## src/rtl/bus_read_arbiter.sv

```systemverilog
// bus_read_arbiter
//   Shares one memory read port between the instruction-fetch read bus (i_*)
//   and the data-load read bus (d_*). Each accepted address request records its
//   source in an in-order tag FIFO. The tag at the FIFO head routes the next
//   memory response back to the requester that issued it.
//
// Parameters
//   ADDR_WIDTH       address width of i_raddr / d_raddr / m_raddr
//   DATA_WIDTH       data width of i_rdata / d_rdata / m_rdata
//   MAX_OUTSTANDING  tag FIFO depth, i.e. accepted but unanswered reads (>=1)
//
// Ports
//   clk, rst                         rising-edge clock, async active-high reset
//   i_raddr_valid/ready, i_raddr     fetch address channel (slave side)
//   i_rdata_valid/ready, i_rdata     fetch data channel (master side)
//   d_raddr_valid/ready, d_raddr     load address channel (slave side)
//   d_rdata_valid/ready, d_rdata     load data channel (master side)
//   m_raddr_valid/ready, m_raddr     memory address channel (master side)
//   m_rdata_valid/ready, m_rdata     memory data channel (slave side)
//
// Configuration
//   ARB_D_PRIORITY_EN  when defined, d_* wins every tie (fixed priority);
//                      otherwise ties alternate round-robin.

module bus_read_arbiter #(
    parameter int ADDR_WIDTH      = 32,
    parameter int DATA_WIDTH      = 32,
    parameter int MAX_OUTSTANDING = 4
) (
    input  logic                  clk,
    input  logic                  rst,
    input  logic                  i_raddr_valid,
    output logic                  i_raddr_ready,
    input  logic [ADDR_WIDTH-1:0] i_raddr,
    output logic                  i_rdata_valid,
    input  logic                  i_rdata_ready,
    output logic [DATA_WIDTH-1:0] i_rdata,
    input  logic                  d_raddr_valid,
    output logic                  d_raddr_ready,
    input  logic [ADDR_WIDTH-1:0] d_raddr,
    output logic                  d_rdata_valid,
    input  logic                  d_rdata_ready,
    output logic [DATA_WIDTH-1:0] d_rdata,
    output logic                  m_raddr_valid,
    input  logic                  m_raddr_ready,
    output logic [ADDR_WIDTH-1:0] m_raddr,
    input  logic                  m_rdata_valid,
    output logic                  m_rdata_ready,
    input  logic [DATA_WIDTH-1:0] m_rdata
);

    localparam int CNT_W = $clog2(MAX_OUTSTANDING + 1);
    localparam int PTR_W = (MAX_OUTSTANDING > 1) ? $clog2(MAX_OUTSTANDING) : 1;

    typedef enum logic {
        SRC_I = 1'b0,
        SRC_D = 1'b1
    } src_t;

    // The lock flag and the locked source are folded into one state variable.
    typedef enum logic [1:0] {
        ST_FREE,
        ST_LOCK_I,
        ST_LOCK_D
    } state_t;

    state_t state, state_nxt;
    src_t   grant;
    src_t   head;
    logic   grant_valid;
    logic   req_xfer;
    logic   rsp_xfer;

    logic [MAX_OUTSTANDING-1:0] tags;
    logic [PTR_W-1:0]           wr_ptr;
    logic [PTR_W-1:0]           rd_ptr;
    logic [CNT_W-1:0]           count;
    logic                       full;
    logic                       empty;

    function automatic logic [PTR_W-1:0] next_ptr(input logic [PTR_W-1:0] p);
        return (p == PTR_W'(MAX_OUTSTANDING - 1)) ? '0 : p + 1'b1;
    endfunction

    assign full     = (count == CNT_W'(MAX_OUTSTANDING));
    assign empty    = (count == '0);
    assign head     = src_t'(tags[rd_ptr]);
    assign req_xfer = m_raddr_valid & m_raddr_ready;
    assign rsp_xfer = m_rdata_valid & m_rdata_ready;
    assign i_rdata  = m_rdata;
    assign d_rdata  = m_rdata;

`ifndef ARB_D_PRIORITY_EN
    src_t last_grant;

    always_ff @(posedge clk or posedge rst) begin
        if (rst)           last_grant <= SRC_D;
        else if (req_xfer) last_grant <= grant;
    end
`endif

    // State register
    always_ff @(posedge clk or posedge rst) begin
        if (rst) state <= ST_FREE;
        else     state <= state_nxt;
    end

    // Next state: hold the grant while an offered address waits for acceptance
    always_comb begin
        state_nxt = state;
        case (state)
            ST_FREE: begin
                if (m_raddr_valid && !m_raddr_ready)
                    state_nxt = (grant == SRC_I) ? ST_LOCK_I : ST_LOCK_D;
            end
            ST_LOCK_I, ST_LOCK_D: begin
                if (req_xfer) state_nxt = ST_FREE;
            end
            default: state_nxt = ST_FREE;
        endcase
    end

    // Outputs: grant selection, address mux, handshakes, response routing.
    // Every valid/ready output is forced low while rst is asserted.
    always_comb begin
        grant = SRC_I;
        case (state)
            ST_LOCK_I: grant = SRC_I;
            ST_LOCK_D: grant = SRC_D;
            default: begin
                if (i_raddr_valid && d_raddr_valid)
`ifdef ARB_D_PRIORITY_EN
                    grant = SRC_D;
`else
                    grant = (last_grant == SRC_D) ? SRC_I : SRC_D;
`endif
                else if (d_raddr_valid)
                    grant = SRC_D;
                else
                    grant = SRC_I;
            end
        endcase

        grant_valid   = (grant == SRC_I) ? i_raddr_valid : d_raddr_valid;
        m_raddr       = (grant == SRC_I) ? i_raddr : d_raddr;
        m_raddr_valid = grant_valid && !full && !rst;
        i_raddr_ready = m_raddr_ready && (grant == SRC_I) && !full && !rst;
        d_raddr_ready = m_raddr_ready && (grant == SRC_D) && !full && !rst;

        i_rdata_valid = m_rdata_valid && !empty && (head == SRC_I) && !rst;
        d_rdata_valid = m_rdata_valid && !empty && (head == SRC_D) && !rst;
        m_rdata_ready = ((head == SRC_I) ? i_rdata_ready : d_rdata_ready) && !empty && !rst;
    end

    // Tag FIFO
    always_ff @(posedge clk or posedge rst) begin
        if (rst) begin
            tags   <= '0;
            wr_ptr <= '0;
            rd_ptr <= '0;
            count  <= '0;
        end else begin
            if (req_xfer) begin
                tags[wr_ptr] <= grant;
                wr_ptr       <= next_ptr(wr_ptr);
            end
            if (rsp_xfer) rd_ptr <= next_ptr(rd_ptr);
            case ({req_xfer, rsp_xfer})
                2'b10:   count <= count + 1'b1;
                2'b01:   count <= count - 1'b1;
                default: count <= count;
            endcase
        end
    end

endmodule
```

## config.mk

```make
export PLATFORM = sky130hd
export DESIGN_NAME = bus_read_arbiter
export DESIGN_NICKNAME = d
export VERILOG_FILES = /design/src/rtl/bus_read_arbiter.sv
export SDC_FILE = /design/constraint.sdc
export NUM_CORES = 1
export LEC_CHECK = 0
export CAP_MARGIN = 25
export CORE_MARGIN = 2
export CORE_UTILIZATION = 25
export DETAILED_ROUTE_END_ITERATION = 6
export PLACE_DENSITY = 0.87
export SYNTH_ARGS = -nofsm -noshare
export SYNTH_HDL_FRONTEND = slang
export SYNTH_SLANG_ARGS = --single-unit
```

## constraint.sdc

```tcl
create_clock -name clk -period 5.7 [get_ports clk]
set_clock_uncertainty 0.05 [all_clocks]
set_input_delay 0.855 -clock clk [delete_from_list [all_inputs] [get_ports clk]]
set_output_delay 0.855 -clock clk [all_outputs]
set_load 0.03 [all_outputs]
```

==> results by group, run 1 <==
Clocking
  • CTS H-Tree Depth: 1
  • Cts repair resizes: 0
  • Worst-Skew Late Latency: 0.25 ns
  • CTS Buf Count: 3
  • Cts hold-fix bufs: 0
  • Root Buffer Master: clkbuf_8
  • Clock Path Buffers: 2
  • Clock Sinks: 14
  • Post-CTS Setup Bufs: 0
  • CTS tree: yes
  • CTS clock-pin slew for the worst setup and hold paths: 0.06 ns

Setup path
  • Most used cell, CP: clkdlybuf4s50_1
  • CP top delay family: buffers and inverters
  • Startpoint types: input port
  • CP arrival: 2.97 ns
  • Kind of critical path: input port to primary output
  • Worst path slowest cell: clkdlybuf4s50_1
  • Worst EP required: 4.80 ns
  • Worst-path fanout max: 24
  • CP cell instances: clkdlybuf4s50_1 > nor2b_1 > a22oi_2 > buf_4 > mux2_2 > clkdlybuf4s50_1
  • Worst path bufs/invs: 3
  • Setup crit start: d_raddr_valid
  • Slowest stage delay, CP: 0.59 ns
  • Critical Path End Type: primary output
  • Reg-to-Reg Start: state[0]$_DFFE_PP0P_

Place
  • I/O Buffers: 109
  • Placed instance count: 327
  • Pre-CTS WS: 1.82 ns
  • DP Area: 2480 um^2
  • Routability congestion estimate: 0.769
  • Dpl hpwl: 4310 um

Synthesis
  • Cells after Synth: 190
  • Yosys top cell by area: buf_4
  • Avg Cell Area, Syn: 9.28 um^2
  • Syn nets: 303
  • Synth top area share: 27.3%
  • Sequential area share after synthesis: 19.9%
  • Synth Register Bits: 14
  • Post-Syn Area: 1760 um^2
  • Area contributors post-synth: buf_4 27%, dfrtp_1 18%, mux2_2 17%
  • Synth cell types: 31
  • Warning count from the yosys run: 0

Outcome
  • Outcome: finished clean

Routing
  • Total number of vias: 1393
  • Initial DRT Pass Iterations: 4
  • # DRC: 0
  • Initial drt markers: 26
  • Post-Route WL: 5140 um
  • Avg WL per Cell: 15.5 um
  • Via/cell ratio: 4.21
  • Final ANT Viol Nets: 0

STA
  • Final setup fails: 0
  • Final Hold Violating Endpoints: 0
  • Total negative slack: 0 ns
  • Period utilization: 68.1%
  • Achievable frequency: 258 MHz
  • Final worst-path setup slack: 1.82 ns
  • WHS: 0.431 ns
  • Pins over their slew limit: 0
  • Worst slew margin: 58.8%
  • Fin crit period: 3.88 ns
  • Worst-Margin Slew: 0.616 ns
  • RSZ-0062 raised after global routing: no

Pwr
  • Switch share: 45.2%
  • Psw: 0.473 mW
  • Gate power share: 72.5%
  • Clk pwr share: 9.2%
  • P_int: 0.572 mW
  • Power per cell area: 412 nW/um^2
  • Leakage power: 0.984 nW
  • Worst IR Drop VDD: 0.185 mV
  • Reg power frac: 18.3%

Global route
  • First-pass GRT wire length: 7400 um
  • Initial antenna violation count: 0
  • GRT Util Overall: 12.3%
  • GRT overflow: 0
  • Vias in the first global route: 1527
  • Largest net degree at the start of global routing: 25

Cells and area
  • Non-filler cells, final: 331
  • Diodes inserted: 0
  • Most frequent cells in the layout: 109 x clkdlybuf4s50_1, 27 x mux2_2, 13 x dfrtp_1, 9 x inv_1
  • Fillers: 661
  • Area Overhead vs Synth: 44.0%
  • Commonest non-fill, non-tap cell in the layout: clkdlybuf4s50_1
  • Nets: 349
  • Layout cells sized above 1: 16.6%
  • Final Instance Area: 2540 um^2

Die
  • Die height: 88.0 um
  • Die W: 88.0 um
  • Core area: 6790 um^2
  • Die Footprint: 7740 um^2
  • Initial core utilization: 25.9%
  • I/O pins: 206
  • Row count: 30

Hold path
  • Hold Path Class: flop to flop
  • Hold Startpoint: count[2]$_DFFE_PP0P_

Run
  • Number of max-cap violations: 0
[synthesized netlist by cell type, drive strengths merged]
master / instances
or3: 2
buf: 70
nor3b: 2
a22oi: 1
nand4b: 1
nand4: 1
ha: 8
xor2: 2
mux2: 34
nor3: 2
a31oi: 8
o21ai: 2
inv: 9
and2: 2
dfrtp: 13
a21boi: 1
o211ai: 4
dfstp: 1
nor2: 7
a2bb2oi: 1
nand3: 3
mux2i: 2
nand2: 4
fa: 1
nor2b: 4
mux4: 1
xnor2: 1
a21oi: 2
o2bb2ai: 1
[path summary, 6_finish.rpt]
check	endpoint	slack (ns)	depth (start not counted)
setup / recovery	m_raddr[31]	1.82	6
hold / removal	count[2]$_DFFE_PP0P_	0.43	1
setup reg to reg	count[2]$_DFFE_PP0P_	2.68	12
hold reg to reg	count[2]$_DFFE_PP0P_	0.43	1
max in group asynchronous	wr_ptr[0]$_DFFE_PP0P_	4.15	2
min in group asynchronous	rd_ptr[0]$_DFFE_PP0P_	1.07	2
[metrics by stage]
| step | utilization, % | power (mW) |
|---|---|---|
| final | 37.4 | 1.05 |
| after global routing | 37.4 | 1.11 |
| after CTS | 37.4 | 1.06 |
| after detailed placement | 36.6 | 0.951 |
| after global placement | 36.6 | 0.930 |
| after floorplan | - | 0.759 |
[routing by layer]
layer | up-vias | GRT usage [%] | wire [um]
li1 | 675 | - | -
met1 | 654 | 14.1 | 1930
met2 | 49 | 20.9 | 2760
met3 | 15 | 3.49 | 346
met4 | 0 | 5.87 | 102
met5 | - | 0 | 0
[layout make-up]
class	instances	area, um^2	share of cell area (%)
Multi-Input combinational cell	97	872	34.4
Inverter	9	33.8	1.33
Timing Repair Buffer	111	1110	43.6
Tap cell	96	120	4.73
Clock buffer	4	55.1	2.17
Sequential cell	14	352	13.8
[power groups by stage]
stage | clock [mW] | combinational, mW | sequential [mW]
floorplan | 0 | 0.577 | 0.182
global placement | 0 | 0.740 | 0.190
detailed placement | 0 | 0.758 | 0.192
CTS | 0.0995 | 0.766 | 0.191
global route | 0.103 | 0.812 | 0.200
finish | 0.0961 | 0.758 | 0.191
[registers in the layout, summed over array words and instances, names as in the netlist]
register and flops:
tags 4, count 3, rd_ptr 2, state 2, wr_ptr 2, last_grant 1
[cell families after synthesis]
| kind of cell | share of synthesized area (%) |
|---|---|
| multiplexers | 24.1 |
| flip-flops | 19.9 |
| AND/OR/NAND/NOR | 8.87 |
| AO/OA/AOI/OAI | 7.88 |
| buffers and inverters | 30.9 |
| XOR/XNOR | 1.49 |
| adder cells (fa/ha/maj) | 6.81 |
Note: power is estimated with default switching activity, not from simulation.
==> run 2, diff against run 1 <==
==> constraint.sdc (replaced) <==
create_clock -name clk -period 3.8 [get_ports clk]
set_clock_uncertainty 0.05 [all_clocks]
set_input_delay 0.57 -clock clk [delete_from_list [all_inputs] [get_ports clk]]
set_output_delay 0.57 -clock clk [all_outputs]
set_load 0.03 [all_outputs]
==> results by group, run 2 (synthesis results as in run 1) <==
Global route
  • First-pass GRT wire length: 7580 um
  • Largest net degree at the start of global routing: 31
  • Initial antenna violation count: 0
  • GRT overflow: 0
  • Vias in the first global route: 1545
  • GRT Util Overall: 12.7%

Routing
  • Post-Route WL: 5260 um
  • # DRC: 0
  • Initial drt markers: 59
  • Avg WL per Cell: 15.7 um
  • Initial DRT Pass Iterations: 3
  • Final ANT Viol Nets: 0
  • Via/cell ratio: 4.17
  • Total number of vias: 1392

Place
  • Dpl hpwl: 4500 um
  • I/O Buffers: 109
  • Placed instance count: 330
  • Routability congestion estimate: 0.705

STA
  • Final setup fails: 0
  • Worst slew margin: 70.2%
  • Final Hold Violating Endpoints: 0
  • Total negative slack: 0 ns
  • Period utilization: 90.7%
  • Pins over their slew limit: 0
  • Worst-Margin Slew: 0.447 ns
  • Fin crit period: 3.45 ns
  • RSZ-0062 raised after global routing: no
  • Achievable frequency: 290 MHz

Setup path
  • Startpoint types: flop
  • Reg-to-Reg Start: state[0]$_DFFE_PP0P_
  • RR Endpoint: count[2]$_DFFE_PP0P_
  • Critical Path End Type: primary output
  • Worst-path fanout max: 30
  • Worst EP required: 3.18 ns
  • Kind of critical path: flop to primary output
  • CP arrival: 2.83 ns
  • Worst reg2reg path depth: 12
  • Reg2reg setup slack: 1.04 ns

Cells and area
  • Non-filler cells, final: 334
  • Multi-input gate area: 872 um^2
  • Most frequent cells in the layout: 109 x clkdlybuf4s50_1, 27 x mux2_2, 13 x dfrtp_1, 9 x inv_1
  • Layout cells sized above 1: 17.6%
  • Max reg flops: 4
  • Area Overhead vs Synth: 46.0%
  • Nets: 352
  • Commonest non-fill, non-tap cell in the layout: clkdlybuf4s50_1
  • Storage cell area: 352 um^2
  • Diodes inserted: 0
  • Fillers: 659
  • Largest regs: tags x4, count x3
  • Register bank with the most flops: tags

Die
  • Row count: 30
  • Core area: 6790 um^2
  • Die height: 88.0 um
  • Initial core utilization: 25.9%
  • Die Footprint: 7740 um^2
  • Die W: 88.0 um
  • I/O pins: 206

Hold path
  • Hold depth: 1
  • Hold Path Class: flop to flop
  • Hold Startpoint: count[2]$_DFFE_PP0P_
  • Hold EP: count[2]$_DFFE_PP0P_

Clocking
  • Clock Path Buffers: 2
  • CTS Buf Count: 3
  • Clock Sinks: 14
  • CTS clock-pin slew for the worst setup and hold paths: 0.06 ns
  • Cts repair resizes: 0
  • Post-CTS Setup Bufs: 0
  • CTS H-Tree Depth: 1
  • Root Buffer Master: clkbuf_8
  • CTS tree: yes
  • Worst-Skew Late Latency: 0.25 ns
  • Cts hold-fix bufs: 0

Run
  • Number of max-cap violations: 0

Pwr
  • Worst IR Drop VDD: 0.256 mV
  • Power per cell area: 617 nW/um^2
  • Total power: 1.59 mW
  • Leakage power: 1.00 nW

Outcome
  • Outcome: finished clean
[run 2: cell count changes in the layout (fill, tap and decap cells not counted), sizes merged]
| cell | before | now |
|---|---|---|
| buf | 2 | 5 |
[run 2: layer usage]
layer	global-route usage (%)	vias to the layer above	share of wire (%)
met1	14.8	641	38
met5	0	-	0
met3	3.77	17	7.0
met4	6.29	0	2.8
li1	-	682	-
met2	21.1	52	52
[run 2: area by class of cell]
class                   count  share of cell area, %
repair buffers            114                   44.3
clock buffers               4                   2.14
multi-input cells          97                   33.9
well taps                  96                   4.67
flip-flops and latches     14                   13.7
inverters                   9                   1.31
[run 2: worst max path at each step]
stage / from / endpoint / slack [ns] / cells past startpoint
3_5_place_dp: d_raddr_valid / m_raddr[23] / 0.39 / 6
3_3_place_gp: d_raddr_valid / m_raddr[7] / 0.45 / 6
5_1_grt: state[0]$_DFFE_PP0P_ / m_raddr[23] / 0.21 / 7
4_1_cts: state[0]$_DFFE_PP0P_ / m_raddr[23] / 0.32 / 7
2_1_floorplan: state[0]$_DFFE_PP0P_ / count[2]$_DFFE_PP0P_ / 1.18 / 14
6_report: state[0]$_DFFE_PP0P_ / m_raddr[23] / 0.35 / 7
[run 2: critical path, stage by stage, from the launching register on]
cell,delay (ns)
dfrtp_1,0.37
inv_1,0.07
ha_1,0.44
nor2b_1,0.09
a22oi_2,0.35
buf_12,0.24
mux2_2,0.37
clkdlybuf4s50_1,0.62
[run 2: power breakdown]
| part | leakage [nW] | internal [mW] | switching, mW |
|---|---|---|---|
| clock | 0.0288 | 0.0918 | 0.0540 |
| sequential | 0.168 | 0.228 | 0.0628 |
| combinational | 0.808 | 0.557 | 0.596 |
[run 2: metrics by stage]
step	utilization (%)	hold slack, ns	area, um^2	setup WS, ns
floorplan	-	0.395	1760	1.18
CTS	37.9	0.434	2570	0.319
detailed placement	37.1	0.426	2520	0.387
finish	37.9	0.430	2570	0.354
global route	37.9	0.466	2570	0.206
global placement	37.1	0.413	2520	0.453
==> run 3, diff against run 2 <==
--- a/config.mk
+++ b/config.mk
@@ -5,11 +5,13 @@
 export SDC_FILE = /design/constraint.sdc
 export NUM_CORES = 1
 export LEC_CHECK = 0
+export ABC_CLOCK_PERIOD_IN_PS = 3800
 export CAP_MARGIN = 25
 export CORE_MARGIN = 2
 export CORE_UTILIZATION = 25
 export DETAILED_ROUTE_END_ITERATION = 6
 export PLACE_DENSITY = 0.87
+export SKIP_CTS_REPAIR_TIMING = 1
 export SYNTH_ARGS = -nofsm -noshare
 export SYNTH_HDL_FRONTEND = slang
 export SYNTH_SLANG_ARGS = --single-unit
==> results of run 3 <==
Final layout, timing and power as in run 2 (identical DEF).
